### config.mk
export PLATFORM = sky130hd
export DESIGN_NAME = tbird_lamp_controller
export DESIGN_NICKNAME = d
export VERILOG_FILES = /design/src/rtl/tbird_lamp_controller.sv
export SDC_FILE = /design/constraint.sdc
export NUM_CORES = 1
export LEC_CHECK = 0
export ABC_AREA = 1
export CORE_UTILIZATION = 60
export CTS_BUF_LIST = sky130_fd_sc_hd__clkbuf_4 sky130_fd_sc_hd__clkbuf_8
export CTS_CLUSTER_SIZE = 24
export DETAILED_ROUTE_END_ITERATION = 7
export DONT_BUFFER_PORTS = 1
export HOLD_SLACK_MARGIN = 0.06
export MAX_ROUTING_LAYER = met4
export PLACE_DENSITY = 0.76
export REMOVE_ABC_BUFFERS = 1
export SYNTH_ARGS = -nofsm -noshare
export SYNTH_HDL_FRONTEND = slang
export SYNTH_SLANG_ARGS = --single-unit
### constraint.sdc
create_clock -name clk -period 1.9 [get_ports clk]
set_input_delay 0.38 -clock clk [delete_from_list [all_inputs] [get_ports clk]]
set_output_delay 0.38 -clock clk [all_outputs]
set_load 0.05 [all_outputs]
### src/rtl/tbird_lamp_controller.sv
// Thunderbird tail-light sequencer.
// Arbitrates left/right/hazard/brake requests, times each sequence step with an
// internal prescaler, and drives six registered lamp outputs from a Moore FSM.
// Lamp order, outer to outer: Lc Lb La | Ra Rb Rc.
module tbird_lamp_controller #(
  parameter int TICK_DIV = 4,
  parameter int CNT_W    = $clog2(TICK_DIV)
) (
  input  logic clk,
  input  logic reset,
  input  logic left,
  input  logic right,
  input  logic hazard,
  input  logic brake,
  output logic Lc,
  output logic Lb,
  output logic La,
  output logic Ra,
  output logic Rb,
  output logic Rc,
  output logic busy,
  output logic tick
);

  localparam logic [3:0] IDLE    = 4'd0;
  localparam logic [3:0] L1      = 4'd1;
  localparam logic [3:0] L2      = 4'd2;
  localparam logic [3:0] L3      = 4'd3;
  localparam logic [3:0] R1      = 4'd4;
  localparam logic [3:0] R2      = 4'd5;
  localparam logic [3:0] R3      = 4'd6;
  localparam logic [3:0] HAZ_ON  = 4'd7;
  localparam logic [3:0] HAZ_OFF = 4'd8;

  localparam logic [CNT_W-1:0] CNT_LAST = CNT_W'(TICK_DIV - 1);

  // Lamp vector layout {Lc, Lb, La, Ra, Rb, Rc}.
  localparam logic [2:0] SIDE_OFF = 3'b000;
  localparam logic [2:0] SIDE_ALL = 3'b111;

  logic [3:0]       state;
  logic [3:0]       next_state;
  logic [CNT_W-1:0] cnt;
  logic             haz_req;
  logic             state_legal;
  logic [5:0]       lamps_q;
  logic [5:0]       lamps_next;
  logic             busy_next;

  // Both turn requests at once are treated exactly like a hazard request.
  assign haz_req     = hazard | (left & right);
  assign state_legal = (state <= HAZ_OFF);
  assign tick        = (state != IDLE) && (cnt == CNT_LAST);

  // Next-state logic: IDLE arbitrates every cycle, other states advance on tick.
  always_comb begin
    // NOTE: default first so every path assigns next_state and no latch is inferred.
    next_state = state;
    case (state)
      IDLE: begin
        if (haz_req)    next_state = HAZ_ON;
        else if (left)  next_state = L1;
        else if (right) next_state = R1;
        else            next_state = IDLE;
      end
      L1:      if (tick) next_state = haz_req ? HAZ_ON : L2;
      L2:      if (tick) next_state = haz_req ? HAZ_ON : L3;
      L3:      if (tick) next_state = haz_req ? HAZ_ON : IDLE;
      R1:      if (tick) next_state = haz_req ? HAZ_ON : R2;
      R2:      if (tick) next_state = haz_req ? HAZ_ON : R3;
      R3:      if (tick) next_state = haz_req ? HAZ_ON : IDLE;
      HAZ_ON:  if (tick) next_state = HAZ_OFF;
      HAZ_OFF: if (tick) next_state = IDLE;
      default: next_state = IDLE;
    endcase
  end

  // Lamp decode of the state being entered, with the brake overlay on the idle side.
  always_comb begin
    lamps_next = 6'b000000;
    busy_next  = (next_state != IDLE);
    case (next_state)
      IDLE:    lamps_next = brake ? {SIDE_ALL, SIDE_ALL} : 6'b000000;
      L1:      lamps_next = {3'b001, brake ? SIDE_ALL : SIDE_OFF};
      L2:      lamps_next = {3'b011, brake ? SIDE_ALL : SIDE_OFF};
      L3:      lamps_next = {3'b111, brake ? SIDE_ALL : SIDE_OFF};
      R1:      lamps_next = {brake ? SIDE_ALL : SIDE_OFF, 3'b100};
      R2:      lamps_next = {brake ? SIDE_ALL : SIDE_OFF, 3'b110};
      R3:      lamps_next = {brake ? SIDE_ALL : SIDE_OFF, 3'b111};
      HAZ_ON:  lamps_next = {SIDE_ALL, SIDE_ALL};
      HAZ_OFF: lamps_next = 6'b000000;
      default: lamps_next = 6'b000000;
    endcase
    // Recovery from a corrupted state register goes to IDLE with every lamp dark,
    // regardless of the brake pedal.
    if (!state_legal) begin
      lamps_next = 6'b000000;
      busy_next  = 1'b0;
    end
  end

  // State register.
  always_ff @(posedge clk) begin
    // NOTE: non-blocking assignments for all sequential state so every flop
    // samples the pre-edge values and evaluation order does not matter.
    if (!reset) state <= IDLE;
    else        state <= next_state;
  end

  // Prescaler: held at 0 in IDLE, cleared on every state entry, wraps at TICK_DIV-1.
  always_ff @(posedge clk) begin
    if (!reset)                                     cnt <= '0;
    else if ((next_state != state) || (state == IDLE)) cnt <= '0;
    else if (cnt == CNT_LAST)                       cnt <= '0;
    else                                            cnt <= cnt + 1'b1;
  end

  // Registered lamp and busy outputs reflect the state entered on the same edge.
  always_ff @(posedge clk) begin
    if (!reset) begin
      lamps_q <= 6'b000000;
      busy    <= 1'b0;
    end else begin
      lamps_q <= lamps_next;
      busy    <= busy_next;
    end
  end

  assign {Lc, Lb, La, Ra, Rb, Rc} = lamps_q;

endmodule

Word level (Yosys, flattened, before mapping)

Index checks and enable logic that the tools add are counted.

Word-level logic and storage cells: 54
Output and inout bits: 8
Bits in registers: 13
Bits of input ports: 6

Reduce and logical (&&, ||, !) cells: 9
Multiplexer cells: 19
Bitwise logic cells: 3
$add $sub $neg: 1
Order comparisons: 1
Equal/unequal tests: 17

Operators by type and width:

| cell                                                                   | count |
|---|---|
| 6-bit one-hot mux with 8 select lines                                  | 1 |
| 4-bit by 3-bit equality test with 1-bit output (second input constant) | 8 |
| 4-bit one-hot mux with 8 select lines                                  | 1 |
| 4-bit 2-to-1 mux                                                       | 7 |
| 3-bit 2-to-1 mux                                                       | 7 |
| 4-bit by 2-bit equality test with 1-bit output (second input constant) | 4 |
| 4-bit by 1-bit equality test with 1-bit output (second input constant) | 2 |
| 4-bit logical NOT                                                      | 2 |
| 4-bit nonzero test                                                     | 2 |
| 6-bit 2-to-1 mux                                                       | 1 |
| 4-bit equality test (second input constant)                            | 1 |
| 4-bit less-or-equal comparator (second input constant)                 | 1 |
| 4-bit inequality test                                                  | 1 |
| 3-bit OR reduction                                                     | 1 |
| 2-bit by 1-bit adder with 2-bit output (second input constant)         | 1 |
| 2-bit equality test (second input constant)                            | 1 |
| 2-bit 2-to-1 mux                                                       | 1 |
| 2-bit AND reduction                                                    | 1 |
| 2-bit OR reduction                                                     | 1 |
| 1-bit bitwise AND                                                      | 1 |
| 1-bit logical AND                                                      | 1 |
| 1-bit logical OR                                                       | 1 |
| 1-bit 2-to-1 mux                                                       | 1 |
| 1-bit inverter                                                         | 1 |
| 1-bit OR                                                               | 1 |

Longest topological paths before layout

Word-level depth: 8
Mapped depth: 13
Depth with buffers taken out: 13

Worst setup path after synthesis

Ideal clock, no wire load.

Kind: reg-to-reg
Start: register cnt[0]
End: register lamps_q[0]
Cell stages (with the launch flop): 11
Setup time: 0.059 ns
Path buffers: 0
Clock period less this slack: 1.511 ns
Data required time: 1.841 ns
Arrival time: 1.452 ns
Path slack: 0.389 ns
Path through: dfxtp_1 > ha_1 > inv_2 > nand3_2 > nand2_1 > a21oi_4 > nand2_4 > nor2_8 > nand2_4 > a21oi_4 > and2_1

Cells in the longest elaborated chain, start to end: 6
Elaborated cells between the ends (all ways): 19
Those cells by class: eq/ne: 8; mux: 9; reduce/logical: 2

RTL lines:

| element                                                                      | line | RTL |
|---|---|---|
| start, declared                                                              | 43   | `logic [CNT_W-1:0] cnt;` |
| start signal, assigned                                                       | 115  | `else cnt <= cnt + 1'b1;` |
| 2-bit equality test *                                                        | 53   | `assign tick = (state != IDLE) && (cnt == CNT_LAST);` |
| 1-bit logical AND *                                                          | 53   |  |
| 4-bit 2-to-1 mux, or another cell as far along                               | 73   | `HAZ_OFF: if (tick) next_state = IDLE;` |
| 4-bit one-hot mux with 8 select lines *                                      | 59   | `case (state)` |
| 4-bit by 3-bit equality test with 1-bit output, or another cell as far along | 82   | `case (next_state)` |
| 6-bit one-hot mux with 8 select lines *                                      | 82   |  |
| end signal, assigned                                                         | 124  | `lamps_q <= lamps_next;` |
| end, declared                                                                | 46   | `logic [5:0] lamps_q;` |

Mark *: on every way between the ends. The rest lies on a longest branch, timed or not.
A chain may end at the register's enable or synchronous reset.

Final worst setup path

Start: register cnt[0]
End: output port tick

Cells in the longest elaborated chain, start to end: 2

RTL lines:

| element             | line | RTL |
|---|---|---|
| 2-bit equality test | 53   |  |
| 1-bit logical AND   | 53   |  |
| end, declared       | 22   | `output logic tick` |

No other way between the ends.

==> impl_metrics.py <==
metrics = {
    "yosys": {
        "synth_most_common_cell": "nand2_1",
        "synth_area_um2": 787,
        "synth_ff_type": "dfxtp_1",
        "synth_seq_area_share": 0.331,
        "yosysTopAreaCellShare": 0.331,
        "yosys_warnings": 0,
        "syn_avg_cell_area_um2": 7.03,
        "yosysTopAreaCell": "dfxtp_1",
        "postSynthCellCount": 112,
        "synth_common_cells": "nand2_1, inv_1, dfxtp_1",
        "synth_edf_count": 0,
        "synth_area_leaders": "dfxtp_1, nand2_1, inv_1",
        "synth_seq_cells": 13,
        "ys_async_sr_fraction": 0,
        "ys_types": 22,
    },
    "sta": {
        "fin_crit_sh": 0.935,
        "maxSlewViolCount": 0,
        "skew_ps": 3.82,
        "setup_violations": 0,
        "period_minus_slack_ps": 1780,
        "hold_viol_final": 0,
        "worst_pin_slew_ps": 476,
        "rsz0062_at_grt": "no",
        "whs_ps": 215,
        "fin_setup_tns_ps": 0,
        "relSlewSlack": 0.682,
        "fmaxAchievable_mhz": 563,
    },
    "cells_and_area": {
        "syn_to_final_growth_pct": 7.00,
        "layout-drive-gt1-share": 0.205,
        "num_antenna_cells": 0,
        "fin_area_um2": 842,
        "nets": 125,
        "stdcell_count": 131,
    },
    "worst_setup_path": {
        "critical_path.endpoint_type": "primary output",
        "critPathMaxFanout": 6,
        "slowest_delay_ps": 360,
        "crit_chain": "ha_1 > nand2_2 > inv_1",
        "r2r_start": "cnt[0]",
        "cp.required_ps": 1520,
        "critical_path.slowest_cell": "inv_1",
        "crit_type": "reg -> out",
        "crit_start": "cnt[0]",
        "cp-start-kind": "flip-flop",
        "critical_path_arrival_ps": 1400,
    },
    "cts": {
        "post_cts_resized": 0,
        "cts_sinks": 13,
        "cts_tree": "yes",
        "postCtsHoldBufs": 0,
        "cts-root-buf": "clkbuf_4",
        "clk_pin_slew_worst_paths_ps": 70,
        "cts_buffer_depth": 2,
        "clock_latency_ps": 270,
        "htreeDepth": 1,
        "cts_buffers": 3,
        "postCtsSetupBuffers": 0,
    },
    "global_route": {
        "grt_max_degree": 8,
        "grt_usage": 0.246,
        "grt_overflow_total": 0,
        "grt_pass1_vias": 592,
        "grt_pass1_wl_mm": 2.38,
        "grt_antenna_before_repair": 0,
    },
    "job": {
        "drv_cap": 0,
    },
    "die": {
        "pin_count": 14,
        "dieArea_um2": 1460,
        "die_x_um": 38.2,
        "num_rows": 12,
        "die_h_um": 38.2,
        "core_area_um2": 1160,
        "initial_utilization": 0.681,
    },
    "detailed_routing": {
        "post_drt_wl_per_cell_um": 10.5,
        "drt-total-wl_mm": 1.38,
        "dr.pass1.iters": 5,
        "drc": 0,
        "via_per_inst": 5.08,
        "drt_iter0_drc": 14,
        "via_count": 666,
        "ant_nets": 0,
    },
    "min_path": {
        "min_from": "reset",
        "hold_class": "in -> reg",
    },
    "place": {
        "dp.cells": 127,
        "portBuffers": 0,
        "postPlaceCellArea_um2": 812,
        "dp_hpwl_mm": 1.14,
        "gp_congestion": 0.851,
    },
    "outcome": {
        "status": "completed",
    },
}
-- registers in the layout, summed over array words and instances (netlist names) --
signal	cells
cnt	2
state	4
lamps_q	6
busy	1
-- metal layers --
metal	up-vias	wire, um	global-route usage
met2	30	643	0.394
li1	352	-	-
met1	284	630	0.274
met4	0	0	0.0714
met5	-	0	-
met3	0	105	0.110
-- final timing paths --
path | end | slack (ps) | cells after the start
min reg2reg | cnt[0] | 430 | 1
max | tick | 120 | 3
min | state[0] | 220 | 2
max reg2reg | lamps_q[0] | 210 | 10
-- cell usage in the layout, fill, tap and decap left out, drive strengths merged, types with 2 or more instances in the layout --
cell / count
clkbuf: 4
nand3: 11
nand2: 38
nor2: 14
nand4: 2
inv: 23
o21ai: 2
a21oi: 5
dfxtp: 13
-- cell type report --
class	instances	area [um^2]
multi-input combinational	76	440
fill	93	314
sequential	13	260
inverter	23	86.3
clock buffer	4	30.0
tap	14	17.5
timing repair buffer	1	7.51
-- critical path: cells and delay by family, from the launching register on --
kind / cells / cell delay (ps)
flip-flops: 1 / 340
buffers and inverters: 1 / 360
adder cells (fa/ha/maj): 1 / 300
AND/OR/NAND/NOR: 1 / 130
-- metrics by stage --
step	utilization	worst slack, ps
2_1_floorplan	-	389
3_3_place_gp	0.702	291
3_5_place_dp	0.702	223
4_1_cts	0.728	119
5_1_grt	0.728	50.7
6_report	0.728	124
-- kinds of logic (layout without fill, tap and decap cells) --
kind of cell / after synthesis / count (layout) / synth area share
simple gates: 66 / 66 / 0.445
buf+inv: 23 / 28 / 0.110
flops: 13 / 13 / 0.331
compound gates: 9 / 9 / 0.0986
fa+ha+maj: 1 / 1 / 0.0159
Power is left out: the tool's default activity adds up to more than one toggle a clock period on the data nets, which glitch-free logic cannot reach.
==> RTL change 1 (same flow settings) <==
Register the input `right` before use, without a reset. The logic sees it one clock later. The other inputs are not delayed to match.
--- a/src/rtl/tbird_lamp_controller.sv
+++ b/src/rtl/tbird_lamp_controller.sv
@@ -40,2 +40,8 @@
 
+  logic right_q;
+
+  always_ff @(posedge clk) begin
+    right_q <= right;
+  end
+
   logic [3:0]       state;
@@ -50,3 +56,3 @@
   // Both turn requests at once are treated exactly like a hazard request.
-  assign haz_req     = hazard | (left & right);
+  assign haz_req     = hazard | (left & right_q);
   assign state_legal = (state <= HAZ_OFF);
@@ -62,3 +68,3 @@
         else if (left)  next_state = L1;
-        else if (right) next_state = R1;
+        else if (right_q) next_state = R1;
         else            next_state = IDLE;
Function: changed (Yosys sat finds a counterexample within 4 cycles, from zero or initial values and one cycle with reset low).
==> RTL change 1 against the original RTL <==
- synthesized area rose by 2.5%
- sequential cell count rose by 1
- routed wire length rose by 0.80%
- sequential share of layout area rose by 2.2 points
- critical path depth rose by 1
- design area rose by 0.59%
- setup slack improved by 38 ps
- largest cell class unchanged
Power is not shown: default switching activity piles up to over one toggle a cycle in this logic, so the estimate is an artifact.
==> RTL change 1: results (changes against the original RTL) <==
----------------------------------------------------
[Clock network]
  H-tree levels ... 1 (unchanged)
  CTS max path bufs ... 2 (unchanged)
  Clock input transition at the sequential cells of the worst setup and hold paths ... 70 ps (about the same)
  TritonCTS buffer count ... 3 (unchanged)

[Yosys]
  FFs w/ async S/R, synth ... 0 (unchanged)
  Most common library cells after synthesis ... sky130_fd_sc_hd__nand2_1, sky130_fd_sc_hd__inv_1, sky130_fd_sc_hd__dfxtp_1 (unchanged)
  Library cells used by synthesis ... 18 (was 22)
  Count of mapped cells out of synthesis ... 114 (was 112)
  Number of warning messages in the yosys log ... 0 (unchanged)
  Fraction of the yosys area taken by sequential cells ... 0.3473 (was 0.3307)
  Cells taking the most area after synthesis ... sky130_fd_sc_hd__dfxtp_1, sky130_fd_sc_hd__nand2_1, sky130_fd_sc_hd__inv_1 (unchanged)
  Post-synth EDFFs ... 0 (unchanged)

[Placed design]
  Setup Slack @ Placement ... 273.1 ps (was 222.5 ps)
  Post-detail-place hpwl ... 1102 microns (was 1142 microns)
  Weighted congestion reported at the end of routability-driven placement ... 0.8344 (was 0.8514)

[Detailed routing]
  Total length of routed wires ... 1390 microns (was 1379 microns)
  Post-detailed-route via-to-cell ratio ... 5.229 (was 5.084)
  Starting DRT DRC Count ... 10 (was 14)
  Router iterations before antenna repair ... 4 (was 5)

[Final layout]
  Final-layout fill cell count ... 112 (was 93)
  Share of post-route cells with drive strength above 1 ... 0.1880 (was 0.2051)
  ANT cells ... 0 (unchanged)
  Number of cells in the finished layout apart from fillers ... 131 (unchanged)

[Global route]
  Number of antenna violations at the first check in global routing ... 0 (unchanged)
  Overall global routing resource usage ... 0.2441 (was 0.2459)
  Global-route wire length before repair ... 2428 microns (was 2380 microns)
  Via count of the first global-routing pass ... 611 (was 592)

[STA]
  Remaining max-slew budget at the tightest pin ... 0.6788 (was 0.6820)
  Worst Clk Skew ... 4.617 ps (was 3.822 ps)

[Setup path]
  Worst EP arrival ... 1360 ps (was 1400 ps)
  Crit-path max FO ... 7 (was 6)
  Delay contributed by the slowest stage of the critical path ... 490 ps (was 360 ps)
  Slowest library cell on the worst path ... sky130_fd_sc_hd__dfxtp_1 (was sky130_fd_sc_hd__inv_1)

[Status]
  Outcome ... finished clean (unchanged)

----------------------------------------------------
==> RTL change 1: changes by cell type in the layout (fill, tap and decap cells not counted), sizes merged <==
cell    unedited run  this run
and2               1         0
nand2             38        32
nor2              14        19
a211oi             1         0
clkbuf             4         3
inv               23        19
dfxtp             13        14
buf                1         0
a21oi              5         9
o21ai              2         6
==> RTL change 1: kinds of logic after synthesis <==
family                     share of synthesized area
DFF                                           0.3473
adders and majority gates                    0.01550
buffers and inverters                        0.08837
and+or+nand+nor                               0.4264
AOI/OAI and AO/OA                             0.1225
==> RTL change 1: final cells by class <==
cell class | count | area share
clock buffers | 3 | 0.02659
flip-flops and latches | 14 | 0.3309
well taps | 14 | 0.02068
inverters | 19 | 0.08420
multi-input cells | 81 | 0.5377
==> RTL change 1: worst max-delay path: cells and delay by family, from the launching register on <==
kind | cells | cell delay (ps)
simple gates | 3 | 260
buf+inv | 1 | 330
flops | 1 | 490
==> RTL change 1: worst paths after layout <==
kind	end	start	slack (ps)	depth (start not counted)
max reg2reg	lamps_q[3]	cnt[0]	270	12
min	right_q	right	130	0
min reg2reg	cnt[0]	cnt[0]	420	1
max	tick	state[0]	160	4
==> RTL change 1: routing by layer <==
layer  wire length, microns  vias to the layer above  GRT usage  share of wire
li1                       -                      366          -              -
met1                    736                      302     0.3333           0.53
met2                    595                       13     0.3333           0.43
met3                     40                        4    0.05202          0.029
met4                     18                        0     0.1293          0.013
met5                      0                        -          -              0
==> RTL change 1: stage by stage <==
| step | cell area, sq um | hold slack (ps) |
|---|---|---|
| after global routing | 847.1 | 112.6 |
| final | 847.1 | 129.9 |
| after global placement | 824.5 | 407.7 |
| after floorplan | 807.0 | 399.2 |
| after detailed placement | 824.5 | 407.8 |
| after CTS | 847.1 | 120.1 |
==> RTL change 2 (same settings) <==
Without the edit above. Set the parameter `TICK_DIV` to 2 (it was 4).
--- a/src/rtl/tbird_lamp_controller.sv
+++ b/src/rtl/tbird_lamp_controller.sv
@@ -5,3 +5,3 @@
 module tbird_lamp_controller #(
-  parameter int TICK_DIV = 4,
+  parameter int TICK_DIV = 2,
   parameter int CNT_W    = $clog2(TICK_DIV)
Check against the original RTL: not equivalent (Yosys sat finds a counterexample within 4 cycles, from zero or initial values and one cycle with reset low).
==> RTL change 2 against the original RTL <==
- synthesized cell count is 5.4% lower
- first-iteration DRC count is 29% lower
- setup slack better by 65 ps
- sequential cell count is 1 lower
- synthesized area is 6.5% lower
- routed wire length is 4.2% lower
- sequential share of layout area is 0.061 points higher
- design area is 7.9% lower
- highest routed layer is now met4
Power is left out: the tool's default activity adds up to more than one toggle a clock period on the data nets, which glitch-free logic cannot reach.
==> RTL change 2: results (changes against the original RTL) <==
----------------------------------------------------
[Detailed routing]
  Router iterations before antenna repair ... 4 (was 5)
  Starting DRT DRC Count ... 10 (was 14)
  Total length of routed wires ... 1321 microns (was 1379 microns)
  Routed via count ... 628 (was 666)

[Clock network]
  Resized cells post-CTS ... 0 (unchanged)
  H-tree levels ... 1 (unchanged)

[Global route]
  Overall global routing resource usage ... 0.2471 (was 0.2459)
  Via count of the first global-routing pass ... 553 (was 592)
  Global-route wire length before repair ... 2297 microns (was 2380 microns)
  Maximum number of pins on one net before global-route repair ... 9 (was 8)

[Setup path]
  Worst EP arrival ... 1330 ps (was 1400 ps)
  Crit-path max FO ... 8 (was 6)

[Yosys]
  Most common library cells after synthesis ... sky130_fd_sc_hd__nand2_1, sky130_fd_sc_hd__inv_1, sky130_fd_sc_hd__dfxtp_1 (unchanged)
  Library cells used by synthesis ... 17 (was 22)
  Fraction of the yosys area taken by sequential cells ... 0.3265 (was 0.3307)
  Cells taking the most area after synthesis ... sky130_fd_sc_hd__dfxtp_1, sky130_fd_sc_hd__nand2_1, sky130_fd_sc_hd__inv_1 (unchanged)

[Final layout]
  Share of post-route cells with drive strength above 1 ... 0.2202 (was 0.2051)
  Final-layout fill cell count ... 103 (was 93)
  Nets ... 117 (was 125)
  Leading registers by flop count ... lamps_q (6), state (4) (was lamps_q (6), state (4), cnt (2))

[Placed design]
  Setup Slack @ Placement ... 348.0 ps (was 222.5 ps)
  Post-detail-place hpwl ... 1100 microns (was 1142 microns)
  Weighted congestion reported at the end of routability-driven placement ... 0.8806 (was 0.8514)

[Status]
  Outcome ... finished clean (unchanged)

[STA]
  Worst Clk Skew ... 2.876 ps (was 3.822 ps)
  Pin slew with the least headroom to its limit ... 501.5 ps (was 476.3 ps)

----------------------------------------------------
-- RTL change 2: changes by cell type in the layout (fill, tap and decap cells not counted), sizes merged --
cell     before  now
a211oi        1    0
a21oi         5    7
and2          1    0
buf           1    0
clkbuf        4    3
clkinv        0    1
dfxtp        13   12
ha            1    0
inv          23   18
nand2        38   30
nand3        11   13
nor2         14   18
o2111ai       1    0
o21ai         2    5
-- RTL change 2: metal layers --
layer,part of all wire,track usage,vias to the layer above
met3,0.035,0.05488,2
met5,0,-,-
met2,0.45,0.3705,14
met4,0.013,0.08333,0
met1,0.50,0.3271,273
li1,-,-,339
-- RTL change 2: worst paths after layout --
kind,from,end,slack [ps],cells after the start
min,reset,cnt,260,2
min reg2reg,state[3],cnt,520,1
max,state[0],tick,190,4
max reg2reg,state[1],lamps_q[3],330,12
-- RTL change 2: area by class of cell --
cell class                 instances  area share
sequential                        12      0.3097
inverter                          19     0.09194
multi-input combinational         75      0.5468
clock buffer                       3     0.02903
tap                               14     0.02258
-- RTL change 2: kinds of logic (layout without fill, tap and decap cells) --
kind of cell	Yosys count	count (layout)	synth area share
flip-flops	12	12	0.3265
AND/OR/NAND/NOR	63	63	0.4949
AO/OA/AOI/OAI	12	12	0.08162
buffers and inverters	19	22	0.09693
-- RTL change 2: metrics by stage --
stage               instances  area [sq um]
global route              123         775.7
CTS                       123         775.7
floorplan                 106         735.7
detailed placement        120         753.2
global placement          120         753.2
finish                    123         775.7
-- RTL change 2: critical path, cell delays in order (launching register included) --
cell and delay [ps]:
sky130_fd_sc_hd__dfxtp_1 430, sky130_fd_sc_hd__nor2_2 90, sky130_fd_sc_hd__nand2_4 130, sky130_fd_sc_hd__nand2_4 80, sky130_fd_sc_hd__inv_1 330
